--- src/rtl/ddr_combine_pkg.sv ---
// ddr_combine_pkg
// Shared sizing constants and word/address types for the ddr_combine
// scratch store. Imported by the storage array and the top level.
package ddr_combine_pkg;

  localparam int DATA_W = 8;
  localparam int ADDR_W = 3;
  localparam int DEPTH  = 8;

  typedef logic [DATA_W-1:0] data_t;
  typedef logic [ADDR_W-1:0] addr_t;

endpackage : ddr_combine_pkg

--- src/rtl/ddr_combine_mem.sv ---
// ddr_combine_mem
// DEPTH x DATA_W storage array. Writes happen on the rising clock edge.
// Reset is asynchronous and clears every word. The read port is a plain
// combinational mux, so the caller decides when the word is sampled.
//
// Ports:
//   clock    - system clock (rising edge used for writes)
//   reset    - asynchronous, active-low clear of all words
//   wr       - write enable
//   wr_add   - write address
//   data_in  - write data
//   rd_add   - read address
//   rd_data  - word currently stored at rd_add (combinational)
module ddr_combine_mem
  import ddr_combine_pkg::*;
(
  input  logic              clock,
  input  logic              reset,
  input  logic              wr,
  input  logic [ADDR_W-1:0] wr_add,
  input  logic [DATA_W-1:0] data_in,
  input  logic [ADDR_W-1:0] rd_add,
  output logic [DATA_W-1:0] rd_data
);

  data_t mem_r [DEPTH];

  // Storage: asynchronous clear, rising-edge write of the addressed word.
  always_ff @(posedge clock or negedge reset) begin
    if (!reset) begin
      for (int i = 0; i < DEPTH; i++) begin
        mem_r[i] <= {DATA_W{1'b0}};
      end
    end else if (wr == 1'b1) begin
      // Explicit compare keeps an unknown wr from touching the array.
      mem_r[wr_add] <= data_in;
    end
  end

  // The address is exactly ADDR_W bits wide, so every value selects a
  // real word and no range check is needed.
  assign rd_data = mem_r[rd_add];

endmodule : ddr_combine_mem

--- src/rtl/ddr_combine.sv ---
// ddr_combine
// An 8 x 8 register-file scratch store with one clock, where both clock
// edges are used. Writes land on the rising edge. Reads are registered on
// the falling edge of the same period. A read in the same period as a
// write to the same address therefore returns the new data.
//
// Ports:
//   clock    - system clock (posedge: write, negedge: read register)
//   reset    - asynchronous, active-low; clears the array and data_out
//   wr       - write enable, sampled at rising edge
//   rd       - read enable, sampled at falling edge
//   wr_add   - write address
//   rd_add   - read address
//   data_in  - write data
//   data_out - registered read data; holds its value when rd is low
module ddr_combine
  import ddr_combine_pkg::*;
(
  input  logic              clock,
  input  logic              reset,
  input  logic              wr,
  input  logic              rd,
  input  logic [ADDR_W-1:0] wr_add,
  input  logic [ADDR_W-1:0] rd_add,
  input  logic [DATA_W-1:0] data_in,
  output logic [DATA_W-1:0] data_out
);

  data_t rd_word_s;
  data_t data_out_r;

  ddr_combine_mem u_mem (
    .clock   (clock),
    .reset   (reset),
    .wr      (wr),
    .wr_add  (wr_add),
    .data_in (data_in),
    .rd_add  (rd_add),
    .rd_data (rd_word_s)
  );

  // Read register: the falling-edge sample sees any write from the
  // preceding rising edge. An unknown rd keeps the old value.
  always_ff @(negedge clock or negedge reset) begin
    if (!reset) begin
      data_out_r <= {DATA_W{1'b0}};
    end else if (rd == 1'b1) begin
      data_out_r <= rd_word_s;
    end else begin
      data_out_r <= data_out_r;
    end
  end

  assign data_out = data_out_r;

endmodule : ddr_combine

--- config.mk ---
export PLATFORM = sky130hd
export DESIGN_NAME = ddr_combine
export DESIGN_NICKNAME = d
export VERILOG_FILES = /design/src/rtl/ddr_combine_pkg.sv /design/src/rtl/ddr_combine_mem.sv /design/src/rtl/ddr_combine.sv
export SDC_FILE = /design/constraint.sdc
export NUM_CORES = 1
export LEC_CHECK = 0
export CAP_MARGIN = 20
export CELL_PAD_IN_SITES_DETAIL_PLACEMENT = 1
export CELL_PAD_IN_SITES_GLOBAL_PLACEMENT = 1
export CORE_MARGIN = 2
export CORE_UTILIZATION = 48
export CTS_CLUSTER_SIZE = 40
export DETAILED_ROUTE_END_ITERATION = 12
export GPL_TIMING_DRIVEN = 0
export PLACE_DENSITY_LB_ADDON = 0.1
export SLEW_MARGIN = 20
export SYNTH_ARGS = -nofsm -noshare
export SYNTH_HDL_FRONTEND = slang
export SYNTH_SLANG_ARGS = --single-unit
export TNS_END_PERCENT = 100
--- constraint.sdc ---
create_clock -name clock -period 1.5 [get_ports clock]
set_input_delay 0.45 -clock clock [delete_from_list [all_inputs] [get_ports clock]]
set_output_delay 0.45 -clock clock [all_outputs]
set_load 0.1 [all_outputs]
==> impl_metrics.csv <==
group,metric,value,unit
sta,setup_slack,-0.708,ns
pwr,ir_worst_vdd,0.000630,V
global_routing,grt-busiest-layer,"met2",
cts,cts.sinks,72,
pwr,p_seq_share,44.0,%
route,drcViolationCount,0,
critical_path,arrival,1.76,ns
global_routing,grt.met2_usage,42.2,%
global_routing,grt_usage,25.8,%
critical_path,critical_path.max_stage_delay,0.48,ns
cts,clk-insertion-delay-late,0.34,ns
critical_path,critPathRequiredTime,1.05,ns
sta,hold_viol,0,
sta,tightest_slew,0.679,ns
critical_path,slowest_stage,"dfrtn_1",
sta,drv_slew,0,
global_routing,grt_max_degree,48,
synth,synth_cell_types,23,
global_routing,grt.overflow.total,0,
sta,setup_viol,16,
route,avgViaCountPerCell,5.85,
outcome,violations,"setup timing",
global_routing,grt.met3_usage,4.64,%
place,hpwl,5320,um
critical_path,cp-startpoint,"data_out[2]",
floorplan,fp.dieH,87.2,um
global_routing,antenna_found_initial,0,
run,cap_violations,0,
synth,syn_nets,252,
place,portBuffers,21,
final_layout,fin_nets,306,
route,dr.pass1.iters,4,
synth,netlist_instances,234,
floorplan,ioPinCount,26,
global_routing,grt_first_pass_wirelength,14200,um
final_layout,syn2layout_area_growth,34.2,%
sta,worst_clock_skew,0.0144,ns
pwr,power.switching,1.74,mW
cts,cts_inserted_buffers,9,
place,placed_area,3800,sq um
global_routing,gr-usage-met1,35.6,%
critical_path,cp-start-kind,"flip-flop",
sta,rsz0062_at_grt,"yes",
floorplan,start_util,49.1,%
pwr,combinationalPowerShare,27.1,%
cts,cts-hold-fix-buffers,0,
critical_path,cp_top_family,"flip-flops",
cts,cts_buffer_depth,2,
final_layout,finalInstanceArea,4460,sq um
synth,yosysSeqAreaShare,54.3,%
place,place_congestion,0.748,
route,first_iter_violations,152,
final_layout,layout_commonest_cell,"dfrtp_1",
critical_path,cp_max_fo,2,
sta,slew_headroom,54.7,%
critical_path,rr_startpoint,"u_mem.mem_r[31]",
route,antenna_left,0,
pwr,power_density,1340,nW/um^2
final_layout,drive_gt1_share,50.5,%
pwr,power_leakage,1.99,nW
pwr,switching_share,29.0,%
floorplan,die_area,7600,sq um
critical_path,end_kind,"primary output",
final_layout,final_cell_mix,"dfrtp_1 (64), mux2_2 (48), buf_4 (19), mux2i_1 (17), mux2_4 (16)",
synth,ys_seq_elements,72,
synth,ys_warn_count,0,
route,routed-via-count,2182,
synth,syn_avg_cell_area,14.2,sq um
cts,root_buffer,"clkbuf_8",
pwr,power.internal,4.26,mW
critical_path,critical_path_class,"reg2out",
pwr,p_clk_share,28.9,%
cts,cts_tree,"done",
floorplan,coreArea,6760,sq um
critical_path,crit_buf_inv,1,
synth,synthesis.area,3320,sq um
final_layout,antennaDiodeCount,0,
critical_path,crit_path_cell_trace,"buf_12",
min_path,hold_class,"in2async",
cts,cts_max_level,3,
cts,path_clk_slew,0.08,ns
route,wire_per_inst,24.1,um
pwr,power.total,5.99,mW
floorplan,rows,30,
floorplan,die_width,87.2,um
global_routing,grt_pass1_vias,2424,
final_layout,utilization,65.9,%
outcome,status,"finished, violations left",
route,totalWireLength,8990,um
## routing by layer
metal | up-vias | share of wire (%)
li1 | 985 | -
met1 | 1156 | 45
met2 | 37 | 51
met3 | 4 | 3.3
met4 | 0 | 0.60
met5 | - | 0
## power by group through the flow
stage | Sequential [mW] | Clock, mW | Combinational, mW
final | 2.64 | 1.73 | 1.62
after global routing | 2.68 | 1.86 | 1.71
after CTS | 2.62 | 1.77 | 1.52
after detailed placement | 2.62 | 0 | 1.34
after global placement | 2.59 | 0 | 1.29
after floorplan | 2.82 | 0 | 0.729
## cell families after synthesis
family / count (synthesis) / share of synthesized area, %
multiplexers: 88 / 28.9
flip-flops: 72 / 54.3
AND/OR/NAND/NOR: 37 / 8.14
AO/OA/AOI/OAI: 24 / 6.33
buffers and inverters: 13 / 2.30
## stage by stage
step	hold WS [ns]	instances	setup slack [ns]	TNS (ns)
after floorplan	0.154	234	-0.658	-11.85
after global placement	0.487	335	-3.13	-222.45
after detailed placement	0.390	336	-1.42	-39.70
after CTS	0.00773	363	-0.719	-9.10
after global routing	0.0188	373	-0.738	-9.34
final	0.0182	373	-0.708	-8.95
## synthesized netlist by cell type, drive strengths merged
library cell / instances / area share (%)
mux2i: 24 / 7.2
nand2b: 2 / 0.60
dfrtp: 64 / 48
a41o: 8 / 2.4
nor2b: 17 / 3.2
nor3b: 2 / 1.1
buf: 10 / 2.0
nor3: 2 / 0.79
clkbuf: 3 / 0.34
nand2: 1 / 0.11
mux2: 64 / 22
dfrtn: 8 / 6.0
nand3: 8 / 1.2
nand4b: 3 / 0.79
a211o: 8 / 2.1
nand4: 1 / 0.19
nor2: 1 / 0.11
a22oi: 8 / 1.8
## flip-flops by register name (all words and copies together) (netlist names)
register	count
data_out	8
u_mem.mem_r	64
## what timing repair did
| action | in CTS | in global routing |
|---|---|---|
| endpoints found under the setup margin | 20 | 31 |
| pin swaps | 12 | 11 |
| buffers inserted | 10 | 11 |
| gates resized for setup | 117 | 11 |
| gates cloned | 2 | 0 |
## path summary, 6_finish.rpt
path	cells after the start	slack (ns)	endpoint
max	1	-0.71	data_out[2]
min	1	0.02	u_mem.mem_r[2]
max reg2reg	3	-0.44	data_out[7]
min reg2reg	1	0.51	u_mem.mem_r[41]
max in group asynchronous	2	0.25	data_out[7]
min in group clock	1	0.51	u_mem.mem_r[41]
## layout make-up
type	instances	area (sq um)
sequential	72	1800
clock buffer	13	159
fill	602	2300
buffer	12	169
tap	80	100
clock inverter	3	65.1
multi-input combinational	149	1610
timing repair buffer	44	556
Power figures use the tool's default switching activity.
==> patch 1, RTL diff (config.mk and constraints unchanged) <==
`DATA_W`: 8 -> 12.
--- a/src/rtl/ddr_combine_pkg.sv
+++ b/src/rtl/ddr_combine_pkg.sv
@@ -3,7 +3,7 @@
 // scratch store. Imported by the storage array and the top level.
 package ddr_combine_pkg;
 
-  localparam int DATA_W = 8;
+  localparam int DATA_W = 12;
   localparam int ADDR_W = 3;
   localparam int DEPTH  = 8;
 
Ports: changed (resized data_in and data_out); port bits go from 26 to 34. No check against the original RTL was run, so the function may have changed too.
==> patch 1 against the unedited design <==
The flow finishes with violations (negative hold slack, negative setup slack); die area is 45% higher; hold slack worse by 0.057 ns; sequential cell count is 36 higher; sequential power is 49% higher; wire length rose by 54%; setup slack got worse by 0.037 ns; count of clock-buffer cells in the layout unchanged; cell area increased by 43%; first-iteration DRC count fell by 13%; critical path depth unchanged; register-to-register slack is essentially flat; area after synthesis grew 47%; power increased by 35%; critical path type unchanged.
==> patch 1: results (changes against the unedited design) <==
[outcome]
violations = negative hold slack, negative setup slack
status = finished with violations

[clock_network]
clkTransAtPathRegs_ns = 0.10  ; +0.02 ns
clkLatencyLatePin_ns = 0.39  ; +0.05 ns

[sta]
holdWs_ns = -0.03880  ; -0.05700 ns
setup_ws_ns = -0.7455  ; -0.03698 ns
totalNegativeSetupSlack_ns = -13.58  ; -4.631 ns
final-hold-violation-count = 34  ; +34
worstMarginPinSlew_ns = 0.4279  ; -0.2515 ns
finClkSkew_ns = 0.03397  ; +0.01954 ns
setup_viol = 24  ; +8

[final_layout]
fillers = 907  ; +51%
largest_register_ffs = 96  ; +50%
multi_input_area_mm2 = 0.002243  ; +40%
finalNetCount = 440  ; +44%
drive_above_1_share_pct = 49.17  ; -1.3 points

[synth]
ys_types = 20  ; -13%
synth_common_cells = 96 x dfrtp_1, 96 x mux2_2, 36 x mux2i_1
ys_seq_area_share_pct = 55.24  ; +0.96 points
ys.flop_type = dfrtp_1
synth.area.top_cells = dfrtp_1 49%, mux2_2 22%, mux2i_1 7.4%
synth_nets = 369  ; +46%

[setup_path]
worstSetupStartpoint = data_out[6]
start_kind = flop

[power]
p_sw_mw = 2.498  ; +44%
p_leak_nw = 2.815  ; +41%
vdd_ir_drop_max_uv = 1354  ; +120%

[global_route]
grt_max_degree = 66  ; +38%
grt_pass1_wl_um = 20800  ; +47%
grt_usage_pct = 25.78  ; -0.057 points
grt_pass1_vias = 3549  ; +46%

[placed_design]
dp_slack_ns = -1.776  ; -0.3567 ns
gp_congestion = 0.7292  ; -2.4%
place_area_mm2 = 0.005458  ; +44%
port_buffers = 32  ; +52%

[routing]
drt_iter0_drc = 132  ; -13%

-- patch 1: logic make-up after synthesis --
group	synth area share, %
multiplexers	29.46
AO/OA/AOI/OAI	6.445
flip-flops	55.24
AND/OR/NAND/NOR	6.317
buffers and inverters	2.532
-- patch 1: timing repair --
| action | CTS | global route |
|---|---|---|
| endpoints found under the setup margin | 108 | 75 |
| gates resized for setup | 194 | 28 |
| pin swaps | 26 | 23 |
| setup buffers | 12 | 9 |
| gates cloned | 5 | 1 |
| hold endpoints to repair | 40 | 40 |
-- patch 1: worst max-delay path by stage --
stage / endpoint / cells after the start
2_1_floorplan: data_out[10] / 6
3_3_place_gp: data_out[1] / 1
3_5_place_dp: data_out[11] / 5
4_1_cts: data_out[2] / 1
5_1_grt: data_out[6] / 1
6_report: data_out[6] / 1
-- patch 1: stage by stage --
| step | instances | hold WS [ns] |
|---|---|---|
| 2_1_floorplan | 347 | 0.1544 |
| 3_3_place_gp | 512 | 0.4820 |
| 3_5_place_dp | 513 | 0.3975 |
| 4_1_cts | 546 | -0.03190 |
| 5_1_grt | 556 | -0.02565 |
| 6_report | 556 | -0.03880 |
-- patch 1: worst reg2reg max path, delay by kind of cell (launching register included) --
| family | cells | cell delay (ns) |
|---|---|---|
| flops | 1 | 0.40 |
| compound gates | 2 | 0.40 |
| mux | 1 | 0.22 |
-- patch 1: cell type report --
type                    count  area share, %
flip-flops and latches    108          42.42
plain buffers              22          4.929
well taps                 133          2.612
repair buffers             60          11.63
multi-input cells         217          35.21
clock inverters             3         0.7070
clock buffers              13          2.494
-- patch 1: power groups by stage --
stage                     sequential [mW]  clock [mW]  combinational [mW]
after floorplan                      4.23           0               0.959
after global placement               3.87           0                1.80
after detailed placement             3.90           0                1.86
after CTS                            3.89        1.90                2.14
after global routing                 4.01        2.00                2.42
final                                3.94        1.86                2.29
-- patch 1: per-layer routing --
| metal | vias up | routed length [um] | GRT usage, % |
|---|---|---|---|
| met5 | - | 0 | 0 |
| met3 | 21 | 582 | 7.611 |
| met1 | 1752 | 5875 | 32.53 |
| li1 | 1441 | - | - |
| met4 | 0 | 266 | 7.524 |
| met2 | 77 | 7131 | 43.09 |
==> patch 2, RTL diff (same settings) <==
Without the edit above. Reset style: synchronous (`reset`), changed in 2 clocked blocks. Comments in the files are not updated.
--- a/src/rtl/ddr_combine_mem.sv
+++ b/src/rtl/ddr_combine_mem.sv
@@ -26,7 +26,7 @@
   data_t mem_r [DEPTH];
 
   // Storage: asynchronous clear, rising-edge write of the addressed word.
-  always_ff @(posedge clock or negedge reset) begin
+  always_ff @(posedge clock) begin
     if (!reset) begin
       for (int i = 0; i < DEPTH; i++) begin
         mem_r[i] <= {DATA_W{1'b0}};
--- a/src/rtl/ddr_combine.sv
+++ b/src/rtl/ddr_combine.sv
@@ -41,7 +41,7 @@
 
   // Read register: the falling-edge sample sees any write from the
   // preceding rising edge. An unknown rd keeps the old value.
-  always_ff @(negedge clock or negedge reset) begin
+  always_ff @(negedge clock) begin
     if (!reset) begin
       data_out_r <= {DATA_W{1'b0}};
     end else if (rd == 1'b1) begin
Check against the original RTL: not checked (the comparison handles one clock edge and no latches or derived clocks); the edit may change what the design does.
==> patch 2 against the unedited design <==
Largest cell class unchanged; the run still ends with negative setup slack left; non-clock buffer count shrank 11; cell count shrank 0.27%; first-iteration DRC count decreased by 3.3%; area after synthesis fell by 2.1%; via count fell by 0.27%; utilization up 2.9 points; critical path type unchanged; cell area is 0.14% lower; wire length shrank 1.5%; setup slack better by 0.10 ns; sequential cell count unchanged; die area down 2.1%.
Power is not compared: it rests on default switching activity, and its combinational part moved more than twofold at a synthesized area within 25%.
==> patch 2: results (changes against the unedited design) <==
[global_route]
grt_usage_pct = 25.60  ; -0.24 points
grt_util_met3_pct = 3.333  ; -1.3 points
grt_pass1_wl_um = 13500  ; -4.6%
use_met2_pct = 42.57  ; +0.37 points

[synth]
ys_seq_area_share_pct = 64.10  ; +9.8 points
synth_edf_count = 64  ; +64
synth-compound-area-share_pct = 7.512  ; +1.2 points
synth.area.top_cells = edfxtp_1 59%, and2_1 12%, mux2_2 5.5%
synth_common_cells = 64 x and2_1, 64 x edfxtp_1, 16 x mux2_2, 16 x mux2i_1, 14 x o21ai_0
ys.flop_type = edfxtp_1
ys_types = 25  ; +8.7%
synthMuxAreaShare_pct = 10.48  ; -18 points

[final_layout]
nFlopsAndLatches = 72  ; unchanged
seq_area_share_pct = 47.41  ; +7.0 points
drive_above_1_share_pct = 39.32  ; -11 points
multi_input_area_share_pct = 32.17  ; -3.9 points
clk_share_pct = 5.146  ; +0.12 points
fillers = 590  ; -2.0%
multi_input_gates = 154  ; +3.4%
clkbuf_count = 10  ; -3
nNonClkBuffers = 45  ; -20%

[placed_design]
dp_slack_ns = -1.392  ; +0.02747 ns
place_area_mm2 = 0.003674  ; -3.3%
port_buffers = 24  ; +14%
gp_congestion = 0.7517  ; +0.56%

[setup_path]
reg2reg_to = data_out[6]
r2r-start = u_mem.mem_r[6][6]
ff2ff_path_depth = 4  ; +1
reg2reg_slack_ns = -0.41  ; +0.03 ns
crit_path_top_delay_cell = dfxtp_4
worstSetupStartpoint = data_out[5]

[outcome]
violations = negative setup slack
status = finished with violations

[clock_network]
clkTransAtPathRegs_ns = 0.04  ; -0.04 ns
clkLatencyLatePin_ns = 0.39  ; +0.05 ns

[routing]
wl_met1_um = 3884  ; -3.5%
dr_wl_met3_um = 349  ; +18%
dr_wl_met2_um = 4465  ; -3.2%
vias = 2176  ; -0.27%
finalWirelength_um = 8851  ; -1.5%
viasPerCell = 5.849  ; about the same

[sta]
worstMarginPinSlew_ns = 0.4266  ; -0.2528 ns
holdWs_ns = 0.5516  ; +0.5333 ns
setup_viol = 16  ; unchanged
setup_ws_ns = -0.6078  ; +0.1007 ns

[min_path]
hp-class = flop to flop

==> patch 2: changes by cell type in the layout (fill, tap and decap cells not counted), moves of 8 or more <==
cell,change
and2_1,+64
dfrtp_1,-64
edfxtp_1,+64
mux2_2,-44
nor2b_1,-13
buf_4,-9
a211o_1,-8
a41o_1,-8
dfrtn_1,-8
inv_1,+8
==> patch 2: timing repair <==
item / 4_1_cts / 5_1_grt
endpoints found under the setup margin: 144 / 69
gates resized for setup: 159 / 19
pin swaps: 23 / 8
cloned: 2 / 0
setup buffers: 12 / 0
==> patch 2: worst register-to-register path, delay by kind of cell (launching register included) <==
kind | cells | cell delay [ns]
DFF | 1 | 0.36
muxes | 1 | 0.29
AOI/OAI and AO/OA | 3 | 0.41
==> patch 2: power by group <==
part           total (mW)  switching [mW]  internal, mW
clock network        1.67           0.798         0.872
registers            2.37          0.0576          2.31
logic               0.807           0.461         0.346
total                4.85            1.32          3.53
